File: src/rtl/jtcop_mcubus_pkg.sv
// Shared definitions for the 68000 <-> i8751 mailbox bridge.
// Port-2 strobe bit positions and the per-channel register record.
package jtcop_mcubus_pkg;

  localparam int P2_INTEN = 3;
  localparam int P2_RDHI  = 4;
  localparam int P2_RDLO  = 5;
  localparam int P2_WRLO  = 6;
  localparam int P2_WRHI  = 7;

  typedef struct packed {
    logic [15:0] m2s;
    logic [15:0] s2m;
    logic        pend;
    logic        vlo;
    logic        vhi;
  } ch_word_t;

endpackage

File: src/rtl/jtcop_mcubus_ch.sv
// One mailbox channel: main->MCU word, MCU->main word and flags.
// Same-cycle set/clear conflicts are resolved here, set wins.
module jtcop_mcubus_ch
  import jtcop_mcubus_pkg::*;
(
  input  logic        clk,
  input  logic        rstn,
  input  logic        main_wr_i,
  input  logic        main_rd_i,
  input  logic [1:0]  main_dsn_i,
  input  logic [15:0] main_din_i,
  input  logic        mcu_rdlo_i,
  input  logic        mcu_wrlo_i,
  input  logic        mcu_wrhi_i,
  input  logic [7:0]  mcu_din_i,
  output ch_word_t    word_o
);

  ch_word_t word_q, word_d;

  // Next-state: byte-lane writes, flag set beats flag clear.
  always_comb begin
    word_d = word_q;
    if (main_wr_i) begin
      if (!main_dsn_i[1]) word_d.m2s[15:8] = main_din_i[15:8];
      if (!main_dsn_i[0]) word_d.m2s[7:0]  = main_din_i[7:0];
      word_d.pend = 1'b1;
    end else if (mcu_rdlo_i) begin
      word_d.pend = 1'b0;
    end
    if (mcu_wrlo_i) begin
      word_d.s2m[7:0] = mcu_din_i;
      word_d.vlo      = 1'b1;
    end else if (main_rd_i) begin
      word_d.vlo = 1'b0;
    end
    if (mcu_wrhi_i) begin
      word_d.s2m[15:8] = mcu_din_i;
      word_d.vhi       = 1'b1;
    end else if (main_rd_i) begin
      word_d.vhi = 1'b0;
    end
  end

  // Channel state register.
  always_ff @(posedge clk or negedge rstn) begin
    if (!rstn) word_q <= '0;
    else       word_q <= word_d;
  end

  assign word_o = word_q;

endmodule

File: src/rtl/jtcop_mcubus.sv
// Multi-channel mailbox between the 68000 bus and the i8751 ports.
// Owns strobe edge detection, the read muxes and both interrupts.
module jtcop_mcubus
  import jtcop_mcubus_pkg::*;
#(
  parameter int CH       = 4,
  parameter int CHW      = 3,
  parameter int MAIN_IRQ = 1
) (
  input  logic           clk,
  input  logic           rstn,
  input  logic [CH-1:0]  main_sel,
  input  logic           main_rnw,
  input  logic [1:0]     main_dsn,
  input  logic [15:0]    main_din,
  output logic [15:0]    main_dout,
  output logic           main_irqn,
  input  logic [7:0]     mcu_p0o,
  input  logic [7:0]     mcu_p2o,
  input  logic [CHW-1:0] mcu_chsel,
  output logic [7:0]     mcu_p0i,
  output logic           mcu_intn,
  output logic [CH-1:0]  pend
);

  logic [7:0]    p2l_q;
  logic [CH-1:0] msl_q;
  logic [7:0]    p0i_q, p0i_d;
  logic          intn_q, intn_d;
  logic          irqn_q, irqn_d;

  logic [7:0]    ev;
  logic [CH-1:0] wr, mrd, hit, valid;
  logic [15:0]   rd_word;
  ch_word_t      words [CH];

  assign ev  = mcu_p2o & ~p2l_q;
  assign wr  = main_sel & ~msl_q & {CH{~main_rnw}};
  assign mrd = ~main_sel & msl_q & {CH{main_rnw}};

  // Channel decode; indices beyond CH match nothing.
  always_comb begin
    hit = '0;
    for (int i = 0; i < CH; i++)
      hit[i] = (mcu_chsel == CHW'(i));
  end

  for (genvar g = 0; g < CH; g++) begin : g_ch
    jtcop_mcubus_ch u_ch (
      .clk        (clk),
      .rstn       (rstn),
      .main_wr_i  (wr[g]),
      .main_rd_i  (mrd[g]),
      .main_dsn_i (main_dsn),
      .main_din_i (main_din),
      .mcu_rdlo_i (ev[P2_RDLO] & hit[g]),
      .mcu_wrlo_i (ev[P2_WRLO] & hit[g]),
      .mcu_wrhi_i (ev[P2_WRHI] & hit[g]),
      .mcu_din_i  (mcu_p0o),
      .word_o     (words[g])
    );
    assign pend[g]  = words[g].pend;
    assign valid[g] = words[g].vlo & words[g].vhi;
  end

  // MCU-side read mux; out-of-range channel reads as zero.
  always_comb begin
    rd_word = '0;
    for (int i = 0; i < CH; i++)
      if (hit[i]) rd_word = words[i].m2s;
  end

  // Main-side read mux, lowest selected channel first.
  always_comb begin
    main_dout = '0;
    for (int i = CH - 1; i >= 0; i--)
      if (main_sel[i]) main_dout = words[i].s2m;
  end

  // Next-state for port-0 data and both interrupt lines.
  always_comb begin
    p0i_d = p0i_q;
    if (ev[P2_RDLO])      p0i_d = rd_word[7:0];
    else if (ev[P2_RDHI]) p0i_d = rd_word[15:8];
    intn_d = intn_q;
    if (!mcu_p2o[P2_INTEN]) intn_d = 1'b1;
    else if (|wr)           intn_d = 1'b0;
    irqn_d = (MAIN_IRQ != 0) ? ~|valid : 1'b1;
  end

  // Edge-detect history and registered outputs.
  always_ff @(posedge clk or negedge rstn) begin
    if (!rstn) begin
      p2l_q  <= 8'hFF;
      msl_q  <= '0;
      p0i_q  <= '0;
      intn_q <= 1'b1;
      irqn_q <= 1'b1;
    end else begin
      p2l_q  <= mcu_p2o;
      msl_q  <= main_sel;
      p0i_q  <= p0i_d;
      intn_q <= intn_d;
      irqn_q <= irqn_d;
    end
  end

  assign mcu_p0i   = p0i_q;
  assign mcu_intn  = intn_q;
  assign main_irqn = irqn_q;

endmodule

File: config.mk
export PLATFORM = sky130hd
export DESIGN_NAME = jtcop_mcubus
export DESIGN_NICKNAME = d
export VERILOG_FILES = /design/src/rtl/jtcop_mcubus_pkg.sv /design/src/rtl/jtcop_mcubus_ch.sv /design/src/rtl/jtcop_mcubus.sv
export SDC_FILE = /design/constraint.sdc
export NUM_CORES = 1
export LEC_CHECK = 0
export BUFFER_PORTS_ARGS = -buffer_cell sky130_fd_sc_hd__buf_2
export CAP_MARGIN = 20
export CORE_MARGIN = 1.5
export CORE_UTILIZATION = 59
export DETAILED_ROUTE_END_ITERATION = 8
export PLACE_DENSITY = 0.8
export RECOVER_POWER = 100
export SLEW_MARGIN = 20
export SYNTH_ARGS = -nofsm -noshare
export SYNTH_HDL_FRONTEND = slang
export SYNTH_SLANG_ARGS = --single-unit
File: constraint.sdc
create_clock -name clk -period 4.25 [get_ports clk]
set_clock_uncertainty 0.2 [all_clocks]
set_input_delay 0 -clock clk [delete_from_list [all_inputs] [get_ports clk]]
set_output_delay 0 -clock clk [all_outputs]
set_load 0.01 [all_outputs]
==> reports/metrics.yaml, run 1 <==
status: "finished, violations left"
failing_checks: "design-rule violations, max-capacitance violations, max-slew violations"
max_clock_freq_mhz: 318.9
synthTopCellsByCount: "152 x dfrtp_1, 120 x mux2_2, 39 x nand2_1"
fin_crit_ns: 3.136
synthFlopType: "dfrtp_1"
power_leakage_nw: 3.638
gp_congestion: 0.7557
timing.slew.headroom_pct: -53.52
clock_tree.htree_level_count: 4
hpwl_mm: 9.762
finalSetupViolations: 0
synth_edf_count: 0
cell_total_after_placement: 706
worst_pin_slew_ns: 2.303
critical_path_required_ns: 4.35
track_usage_pct: 27.67
finalWirelength_mm: 16.32
postSynthRegisterBits: 158
most_area_consuming_cells_after_synthesis: "dfrtp_1 54%, mux2_2 19%, mux2i_1 2.3%, dfstp_2 2.3%, nand2_1 2.1%"
detail_route.drc_violations: 3
fillCellCount: 783
via_count: 4742
syn-mean-instance-area_um2: 13.57
buffers_added_on_ports: 70
crit_buf_inv: 2
tritoncts: "done"
cts_buffer_depth: 2
die_area_mm2: 0.01253
die_w_um: 111.9
post-route-period-util_pct: 73.78
syn_to_final_growth_pct: 17.93
grt_antenna_before_repair: 0
synthesis.yosys.warnings: 0
synth_top_area_share_pct: 54.33
rows: 39
final_layout_size_suffix_gt1_share_pct: 30.36
post_cts_resize_count: 0
starting_density_pct: 60.79
cts-hold-fix-buffers: 44
critical_path.cell_chain: "dlygate4sd3_1, clkbuf_1, nand2_1, nor2_1, mux2_2"
worst_ir_drop_on_vdd_mv: 0.2246
post-synth-top-area-cell: "dfrtp_1"
die-height_um: 111.9
worst_path_largest_cell_delay_ns: 1.09
fin_setup_tns_ns: 0
drt_iter0_markers: 347
floorplan.io_pins: 74
cts_buffers: 17
ys_async_sr_fraction_pct: 100.0
grt_setup_unrepaired: "false"
synthMostInstantiatedCell: "dfrtp_1"
crit_arrival_ns: 3.23
clk-insertion-delay-late_ns: 0.42
grt_pass1_wl_mm: 26.63
synthesized_area_mm2: 0.007000
path_class: "in -> reg"
timing.critical_path.from_type: "input port"
worst_hold_path_type: "in -> reg"
max_fanout_on_critical_path: 35
powerDensity_mw_per_mm2: 498.3
cap_viol_max_count: 2
finalHoldViolCount: 0
grt_pass1_vias: 4948
viasPerCell: 6.064
synth_seq_area_share_pct: 56.59
syn-instance-count: 516
synth_cell_type_count: 36
antenna_violating_nets_post_route: 0
finalNonFillerCells: 782
core_util_final_pct: 71.69
detailedRoute.firstPassIterationCount: 7
grt_overflow: 0
power.total_w: 0.004113
antenna-diode-count: 0
path_clk_slew_ns: 0.06
crit_path_top_delay_cell: "clkbuf_1"
post-cts-setup-buffer-count: 0
final_nets: 670
pin_count_of_the_biggest_net_entering_global_routing: 96
critPathCaptureType: "flop"
synthesis.nets: 560
clkSinkCount: 158
final-max-slew-violation-count: 96
drt-wirelength-per-cell_um: 20.87
cts-root-buf: "clkbuf_16"
path_delay_family: "buffers and inverters"
floorplan.core_area_mm2: 0.01152
[sequential cells by signal, indices dropped and copies added, names as in the netlist]
| signal | count |
|---|---|
| mcu_intn | 1 |
| p2l_q | 4 |
| msl_q | 4 |
| g_ch.u_ch.word_o | 140 |
| mcu_p0i | 8 |
| main_irqn | 1 |
[cell type report]
type / count / area (um^2) / share of cell area (%)
well taps: 143 / 178.9 / 2.167
clock inverters: 9 / 85.08 / 1.031
flip-flops and latches: 158 / 3961 / 47.98
clock buffers: 23 / 488.0 / 5.911
repair buffers: 117 / 762.0 / 9.230
multi-input cells: 331 / 2776 / 33.63
inverters: 1 / 3.754 / 0.04547
[power by group]
group	switching, W	internal, W
registers	0.000171	0.00182
clock network	0.000586	0.000865
logic	0.000307	0.000364
total	0.00107	0.00305
[final timing paths]
kind | startpoint | end | slack (ns) | depth (start not counted)
setup / recovery | main_sel[1] | g_ch[1].u_ch.word_o[24]$_DFFE_PN0P_ | 1.11 | 5
max in group asynchronous | rstn | g_ch[0].u_ch.word_o[12]$_DFFE_PN0P_ | 1.32 | 3
setup reg to reg | msl_q[3]$_DFF_PN0_ | g_ch[3].u_ch.word_o[23]$_DFFE_PN0P_ | 1.45 | 5
hold / removal | mcu_p2o[7] | p2l_q[7]$_DFF_PN1_ | 0.06 | 2
hold reg to reg | g_ch[3].u_ch.word_o[0]$_DFFE_PN0P_ | main_irqn$_DFF_PN1_ | 0.26 | 1
min in group asynchronous | rstn | g_ch[2].u_ch.word_o[23]$_DFFE_PN0P_ | 0.62 | 2
[cells in the final DEF, fill, tap and decap left out, types with 17 or more instances in the layout]
cell type,n
buf_2,32
mux2_2,118
nand2_1,43
clkbuf_1,39
clkbuf_16,17
nor2b_1,18
dlygate4sd3_1,44
dfrtp_1,152
[worst register-to-register path, cell delays in order (launching register included)]
cell           delay (ns)
dfrtp_1              0.37
nand2b_1             0.17
or2_0                0.29
nor2_1               0.71
mux2_1               0.38
dlygate4sd3_1        0.56
[metal layers]
| layer | GRT usage [%] | up-vias | routed length (um) | part of all wire [%] |
|---|---|---|---|---|
| met5 | 0 | - | 0 | 0 |
| met4 | 8.120 | 0 | 220 | 1.3 |
| met3 | 5.389 | 25 | 754 | 4.6 |
| met2 | 45.60 | 136 | 8239 | 50 |
| met1 | 37.77 | 2462 | 7103 | 44 |
| li1 | - | 2119 | - | - |
[per-stage QoR]
step	setup WS (ns)	hold slack [ns]	cell area (um^2)
finish	1.114	0.05647	8255
global route	0.7803	0.06460	8255
CTS	1.638	0.05490	8409
detailed placement	1.817	-0.07530	7396
global placement	1.934	-0.07879	7396
floorplan	2.617	-0.4956	7000
[cells by family after synthesis]
group,Yosys count,share of synthesized area (%)
AOI/OAI and AO/OA,82,8.990
buffers and inverters,27,2.377
DFF,158,56.59
muxes,144,22.88
and+or+nand+nor,105,9.169
No activity file was read; power rests on OpenSTA's default activity.
==> run 2: changes to the inputs <==
--- a/config.mk
+++ b/config.mk
@@ -5,6 +5,7 @@
 export SDC_FILE = /design/constraint.sdc
 export NUM_CORES = 1
 export LEC_CHECK = 0
+export ABC_AREA = 1
 export BUFFER_PORTS_ARGS = -buffer_cell sky130_fd_sc_hd__buf_2
 export CAP_MARGIN = 20
 export CORE_MARGIN = 1.5
==> constraint.sdc (replaced) <==
create_clock -name clk -period 2.89 [get_ports clk]
set_clock_uncertainty 0.2 [all_clocks]
set_input_delay 0 -clock clk [delete_from_list [all_inputs] [get_ports clk]]
set_output_delay 0 -clock clk [all_outputs]
set_load 0.01 [all_outputs]
==> run 2 against run 1 <==
Effect of this change: the flow now finishes without violations; sequential share of layout area shrank 0.43 points; core utilization shrank 1.8 points; total power grew 46%; count of clock-buffer cells in the layout shrank 1; via count grew 27%; sequential cell count is the same; largest cell class unchanged; highest routed layer unchanged.
==> reports/metrics.yaml, run 2 <==
status: "completed"
fraction_of_power_spent_switching_nets_pct: 26.34
power_leakage_nw: 4.133
drt_iter0_markers: 618
hpwl_mm: 10.54
timing.slew.headroom_pct: 0.2129
layout_commonest_cell: "nand2_1"
viasPerCell: 5.554
grt_setup_unrepaired: "false"
grt_antenna_before_repair: 0
synth_seq_area_share_pct: 55.36
gp_congestion: 0.7940
clock_tree.htree_level_count: 4
cts_buffers: 17
antenna-diode-count: 0
internal_power_w: 0.004435
floorplan.io_pins: 74
setup.reg_to_reg.worst_slack_ns: 0.44
grt_pass1_wl_mm: 28.36
final_layout_size_suffix_gt1_share_pct: 10.25
finalNonFillerCells: 1084
timing.critical_path.from_type: "flop"
synthesized_area_mm2: 0.007156
clockPowerShare_pct: 39.0
post_cts_resize_count: 0
crit_arrival_ns: 2.55
place_worst_setup_slack_ns: 0.9959
final_cell_mix: "243 x nand2_1, 172 x o21ai_0, 152 x dfrtp_1"
track_usage_pct: 28.80
critical_path_required_ns: 3.00
detailedRoute.firstPassIterationCount: 5
cap_viol_max_count: 0
p_switching_w: 0.001586
synth_cell_type_count: 31
die-height_um: 113.1
via_count: 6021
path_class: "reg -> reg"
clkSinkCount: 158
buffers_added_on_ports: 70
fin_setup_tns_ns: 0
largest_register_ff_count: 140
starting_density_pct: 60.07
detail_route.drc_violations: 0
most_area_consuming_cells_after_synthesis: "dfrtp_1 53%, nand2_1 12%, o21ai_0 10%, nor2_1 3.0%, inv_1 2.9%"
finalHoldViolCount: 0
synthesis.yosys.warnings: 0
clk-insertion-delay-late_ns: 0.43
seqPwrFrac_pct: 47.0
powerDensity_mw_per_mm2: 722.9
die_w_um: 113.1
combinationalPowerShare_pct: 13.9
syn-instance-count: 833
pin_count_of_the_biggest_net_entering_global_routing: 114
tightest_hold_margin_ns: 0.02256
final_nets: 968
tritoncts: "done"
synth_top_area_share_pct: 53.16
post-route-period-util_pct: 84.61
fillCellCount: 961
rows: 40
synthTopCellsByCount: "237 x nand2_1, 152 x dfrtp_1, 143 x o21ai_0"
cts-root-buf: "clkbuf_16"
post-synth-top-area-cell: "dfrtp_1"
worst_ir_drop_on_vdd_mv: 0.4872
antenna_violating_nets_post_route: 0
cell_total_after_placement: 1014
grt_pass1_vias: 5877
synthesis.nets: 877
critPathCaptureType: "flop"
syn_to_final_growth_pct: 16.40
die_area_mm2: 0.01280
synthFlopType: "dfrtp_1"
finalWirelength_mm: 17.20
cts_buffer_depth: 2
syn-mean-instance-area_um2: 8.590
synth_edf_count: 0
drt-wirelength-per-cell_um: 15.87
grt_overflow: 0
layout_setup_ws_ns: 0.4449
postSynthRegisterBits: 158
worst_pin_slew_ns: 1.497
max_clock_freq_mhz: 409.0
max_fanout_on_critical_path: 13
final-max-slew-violation-count: 0
floorplan.core_area_mm2: 0.01191
synthMostInstantiatedCell: "nand2_1"
ys_async_sr_fraction_pct: 100.0
path_clk_slew_ns: 0.06
worst_hold_path_type: "in -> reg"
fin_crit_ns: 2.445
finalSetupViolations: 0
-- run 2: changes by cell type after synthesis, sizes merged, moves of 14 or more --
cell,previous run,this run
a221oi,16,1
inv,1,62
mux2,128,0
mux2i,16,0
nand2,43,249
nand3,4,30
nand3b,14,0
nand4,0,16
nor2,15,63
nor2b,19,0
o21ai,19,189
o31ai,16,1
-- run 2: worst paths after layout --
kind | startpoint | endpoint | depth (start not counted)
worst max register to register | p2l_q[5]$_DFF_PN1_ | g_ch[0].u_ch.word_o[2]$_DFFE_PN0P_ | 5
worst min register to register | g_ch[3].u_ch.word_o[0]$_DFFE_PN0P_ | main_irqn$_DFF_PN1_ | 1
worst min-delay path | mcu_p2o[4] | p2l_q[4]$_DFF_PN1_ | 2
max in group asynchronous | rstn | g_ch[3].u_ch.word_o[4]$_DFFE_PN0P_ | 3
worst max-delay path | p2l_q[5]$_DFF_PN1_ | g_ch[0].u_ch.word_o[2]$_DFFE_PN0P_ | 5
min in group asynchronous | rstn | mcu_p0i[4]$_DFFE_PN0P_ | 2
-- run 2: repair_timing --
item                                    in CTS  in global routing
hold endpoints to repair                   262                  0
endpoints found under the setup margin       0                  0
hold buffers                                38                  0
setup buffers                                0                  0
-- run 2: cell families (layout without fill, tap and decap cells) --
group	Yosys count	after routing	synth area share, %
flip-flops	158	158	55.36
AND/OR/NAND/NOR	362	362	21.98
AO/OA/AOI/OAI	208	208	15.54
buffers and inverters	105	209	7.117
-- run 2: metrics by stage --
stage,util [%],total power [W],area (um^2)
finish,69.93,0.006021,8329
global route,69.93,0.006333,8329
floorplan,-,0.003403,7156
global placement,62.85,0.003654,7486
CTS,71.28,0.006100,8491
detailed placement,62.85,0.003696,7486
-- run 2: area by class of cell --
| cell class | instances | area (um^2) | area share, % |
|---|---|---|---|
| Inverter | 63 | 241.5 | 2.899 |
| Clock buffer | 22 | 464.2 | 5.573 |
| Sequential cell | 158 | 3961 | 47.56 |
| Clock inverter | 10 | 160.2 | 1.923 |
| Tap cell | 147 | 183.9 | 2.208 |
| Multi-Input combinational cell | 570 | 2570 | 30.85 |
| Timing Repair Buffer | 114 | 748.2 | 8.983 |
-- run 2: power by group through the flow --
stage | combinational, W | clock (W) | sequential (W)
after floorplan | 0.000585 | 0 | 0.00282
after global placement | 0.000810 | 0 | 0.00284
after detailed placement | 0.000842 | 0 | 0.00285
after CTS | 0.000895 | 0.00238 | 0.00283
after global routing | 0.000972 | 0.00249 | 0.00287
final | 0.000839 | 0.00235 | 0.00283
-- run 2: critical path, cell delays in order, from the launching register on --
cell	delay, ns
dfstp_2	0.36
nor2_1	0.61
inv_2	0.29
o21ai_0	0.22
nand2_1	0.07
dlygate4sd3_1	0.57
-- run 2: metal layers --
metal,wire [um],vias to the layer above,track usage [%]
li1,-,2882,-
met1,7065,2887,35.65
met2,8633,211,48.36
met3,1072,41,6.695
met4,429,0,13.17
met5,0,-,0
==> run 3: changes to the inputs <==
--- a/config.mk
+++ b/config.mk
@@ -5,13 +5,13 @@
 export SDC_FILE = /design/constraint.sdc
 export NUM_CORES = 1
 export LEC_CHECK = 0
-export ABC_AREA = 1
+export ABC_AREA = 0
 export BUFFER_PORTS_ARGS = -buffer_cell sky130_fd_sc_hd__buf_2
 export CAP_MARGIN = 20
 export CORE_MARGIN = 1.5
-export CORE_UTILIZATION = 59
+export CORE_UTILIZATION = 53
 export DETAILED_ROUTE_END_ITERATION = 8
-export PLACE_DENSITY = 0.8
+export PLACE_DENSITY = 0.76
 export RECOVER_POWER = 100
 export SLEW_MARGIN = 20
 export SYNTH_ARGS = -nofsm -noshare
==> constraint.sdc (replaced) <==
create_clock -name clk -period 2.2 [get_ports clk]
set_clock_uncertainty 0.2 [all_clocks]
set_input_delay 0 -clock clk [delete_from_list [all_inputs] [get_ports clk]]
set_output_delay 0 -clock clk [all_outputs]
set_load 0.01 [all_outputs]
==> run 3 against run 2 <==
Effect of this change: the run now ends with negative hold slack left; core utilization down 4.2 points; total power rose by 34%; via count decreased by 23%; worst hold slack got worse by 0.060 ns; die area rose by 8.7%; sequential power increased by 35%; final area is 0.78% higher; register-to-register slack got worse by 0.27 ns; critical path depth increased by 2; count of clock-buffer cells in the layout fell by 1; cell count is 25% lower; routed wire length shrank 9.8%; critical path type is now in -> out; largest cell class unchanged.
==> reports/metrics.yaml, run 3 (synthesized netlist as in run 1, its figures left out) <==
path_class: "in -> out"
powerDensity_mw_per_mm2: 959.0
antenna_violating_nets_post_route: 0
power_leakage_nw: 3.710
timing.critical_path.from: "main_sel[2]"
max_fanout_on_critical_path: 15
internal_power_w: 0.006049
final_cell_mix: "152 x dfrtp_1, 120 x mux2_2, 43 x nand2_1"
grt_setup_unrepaired: "false"
finalSetupViolations: 0
clockPowerShare_pct: 36.7
fraction_of_power_spent_switching_nets_pct: 24.86
grt_overflow: 0
combinationalPowerShare_pct: 15.8
critPathCaptureType: "output pin"
reg2reg_depth: 4
worst_hold_path_type: "in -> async"
clk-insertion-delay-late_ns: 0.41
tightest_hold_margin_ns: -0.03781
post-route-period-util_pct: 94.41
fin_setup_tns_ns: 0
worstReg2RegEnd: "g_ch[2].u_ch.word_o[25]$_DFFE_PN0P_"
grt_antenna_before_repair: 0
die_w_um: 117.9
cell_total_after_placement: 745
failing_checks: "negative hold slack"
crit_arrival_ns: 1.88
via_count: 4647
viasPerCell: 5.688
multi_input_area_mm2: 0.002813
buffers_added_on_ports: 70
die-height_um: 117.9
tritoncts: "done"
path_clk_slew_ns: 0.06
finalNonFillerCells: 817
cts_buffer_depth: 2
layout.area.seq_mm2: 0.003961
fillCellCount: 936
worst_ir_drop_on_vdd_mv: 0.5763
fin_crit_ns: 2.077
finalWirelength_mm: 15.52
pin_count_of_the_biggest_net_entering_global_routing: 76
final_layout_size_suffix_gt1_share_pct: 33.95
post_cts_resize_count: 0
die_area_mm2: 0.01391
post-cts-setup-buffer-count: 0
drt_iter0_markers: 335
finalHoldViolCount: 33
largest_register_ff_count: 140
floorplan.core_area_mm2: 0.01277
layout_commonest_cell: "dfrtp_1"
detailedRoute.firstPassIterationCount: 5
rows: 41
final-max-slew-violation-count: 0
starting_density_pct: 54.80
status: "finished, violations left"
cts_buffers: 17
hpwl_mm: 9.985
seqPwrFrac_pct: 47.5
timing.critical_path.from_type: "input port"
drt-wirelength-per-cell_um: 18.99
final_nets: 676
detail_route.drc_violations: 0
critical_path_required_ns: 2.00
worst_r2r_startpoint: "msl_q[2]$_DFF_PN0_"
clock_tree.htree_level_count: 4
p_switching_w: 0.002001
setup.reg_to_reg.worst_slack_ns: 0.17
cts-root-buf: "clkbuf_16"
cts-hold-fix-buffers: 40
max_clock_freq_mhz: 481.5
antenna-diode-count: 0
gp_congestion: 0.7621
track_usage_pct: 23.54
syn_to_final_growth_pct: 19.91
cap_viol_max_count: 0
timing.slew.headroom_pct: 40.07
grt_pass1_vias: 4893
grt_pass1_wl_mm: 25.47
worst_pin_slew_ns: 0.8990
floorplan.io_pins: 74
clkSinkCount: 158
==> run 3: worst max-delay path: stages <==
cell           delay [ns]
dlygate4sd3_1        0.53
buf_2                0.22
nor2b_2              0.13
buf_4                0.23
a221oi_1             0.11
o31ai_1              0.44
clkbuf_1             0.21
==> run 3: power groups by stage <==
stage                     registers [W]  clock network, W  logic, W
after floorplan                 0.00379                 0  0.000884
after global placement          0.00382                 0   0.00120
after detailed placement        0.00387                 0   0.00126
after CTS                       0.00382           0.00300   0.00133
after global routing            0.00390           0.00314   0.00140
final                           0.00383           0.00295   0.00127
==> run 3: worst max path at each step <==
stage,cells after the start,to
after floorplan,4,g_ch[2].u_ch.word_o[27]$_DFFE_PN0P_
after global placement,4,g_ch[2].u_ch.word_o[21]$_DFFE_PN0P_
after detailed placement,4,g_ch[3].u_ch.word_o[14]$_DFFE_PN0P_
after CTS,7,main_dout[15]
after global routing,7,mcu_p0i[1]$_DFFE_PN0P_
final,7,main_dout[15]
==> run 3: per-stage QoR <==
stage          utilization (%)  hold slack [ns]  instance area (um^2)  setup slack [ns]  power (W)
2_1_floorplan                -          -0.4956                  7000            0.5673   0.004670
3_3_place_gp             58.97          -0.1408                  7532            0.3602   0.005016
3_5_place_dp             58.97          -0.1278                  7532            0.3657   0.005123
4_1_cts                  66.80         0.007993                  8533            0.2149   0.008149
5_1_grt                  65.72          0.03382                  8394           0.05251   0.008434
6_report                 65.72         -0.03781                  8394            0.1231   0.008050
==> run 3: final cells by class <==
type / instances / area share, %
flip-flops and latches: 158 / 47.19
multi-input cells: 331 / 33.51
repair buffers: 123 / 9.539
clock buffers: 21 / 5.485
well taps: 172 / 2.564
clock inverters: 11 / 1.669
inverters: 1 / 0.04472
==> run 3: layer usage <==
metal | up-vias | track usage, % | share of wire [%]
met4 | 0 | 8.079 | 1.4
met3 | 21 | 6.347 | 4.8
met1 | 2379 | 31.30 | 45
li1 | 2126 | - | -
met2 | 121 | 37.50 | 49
met5 | - | 0 | 0
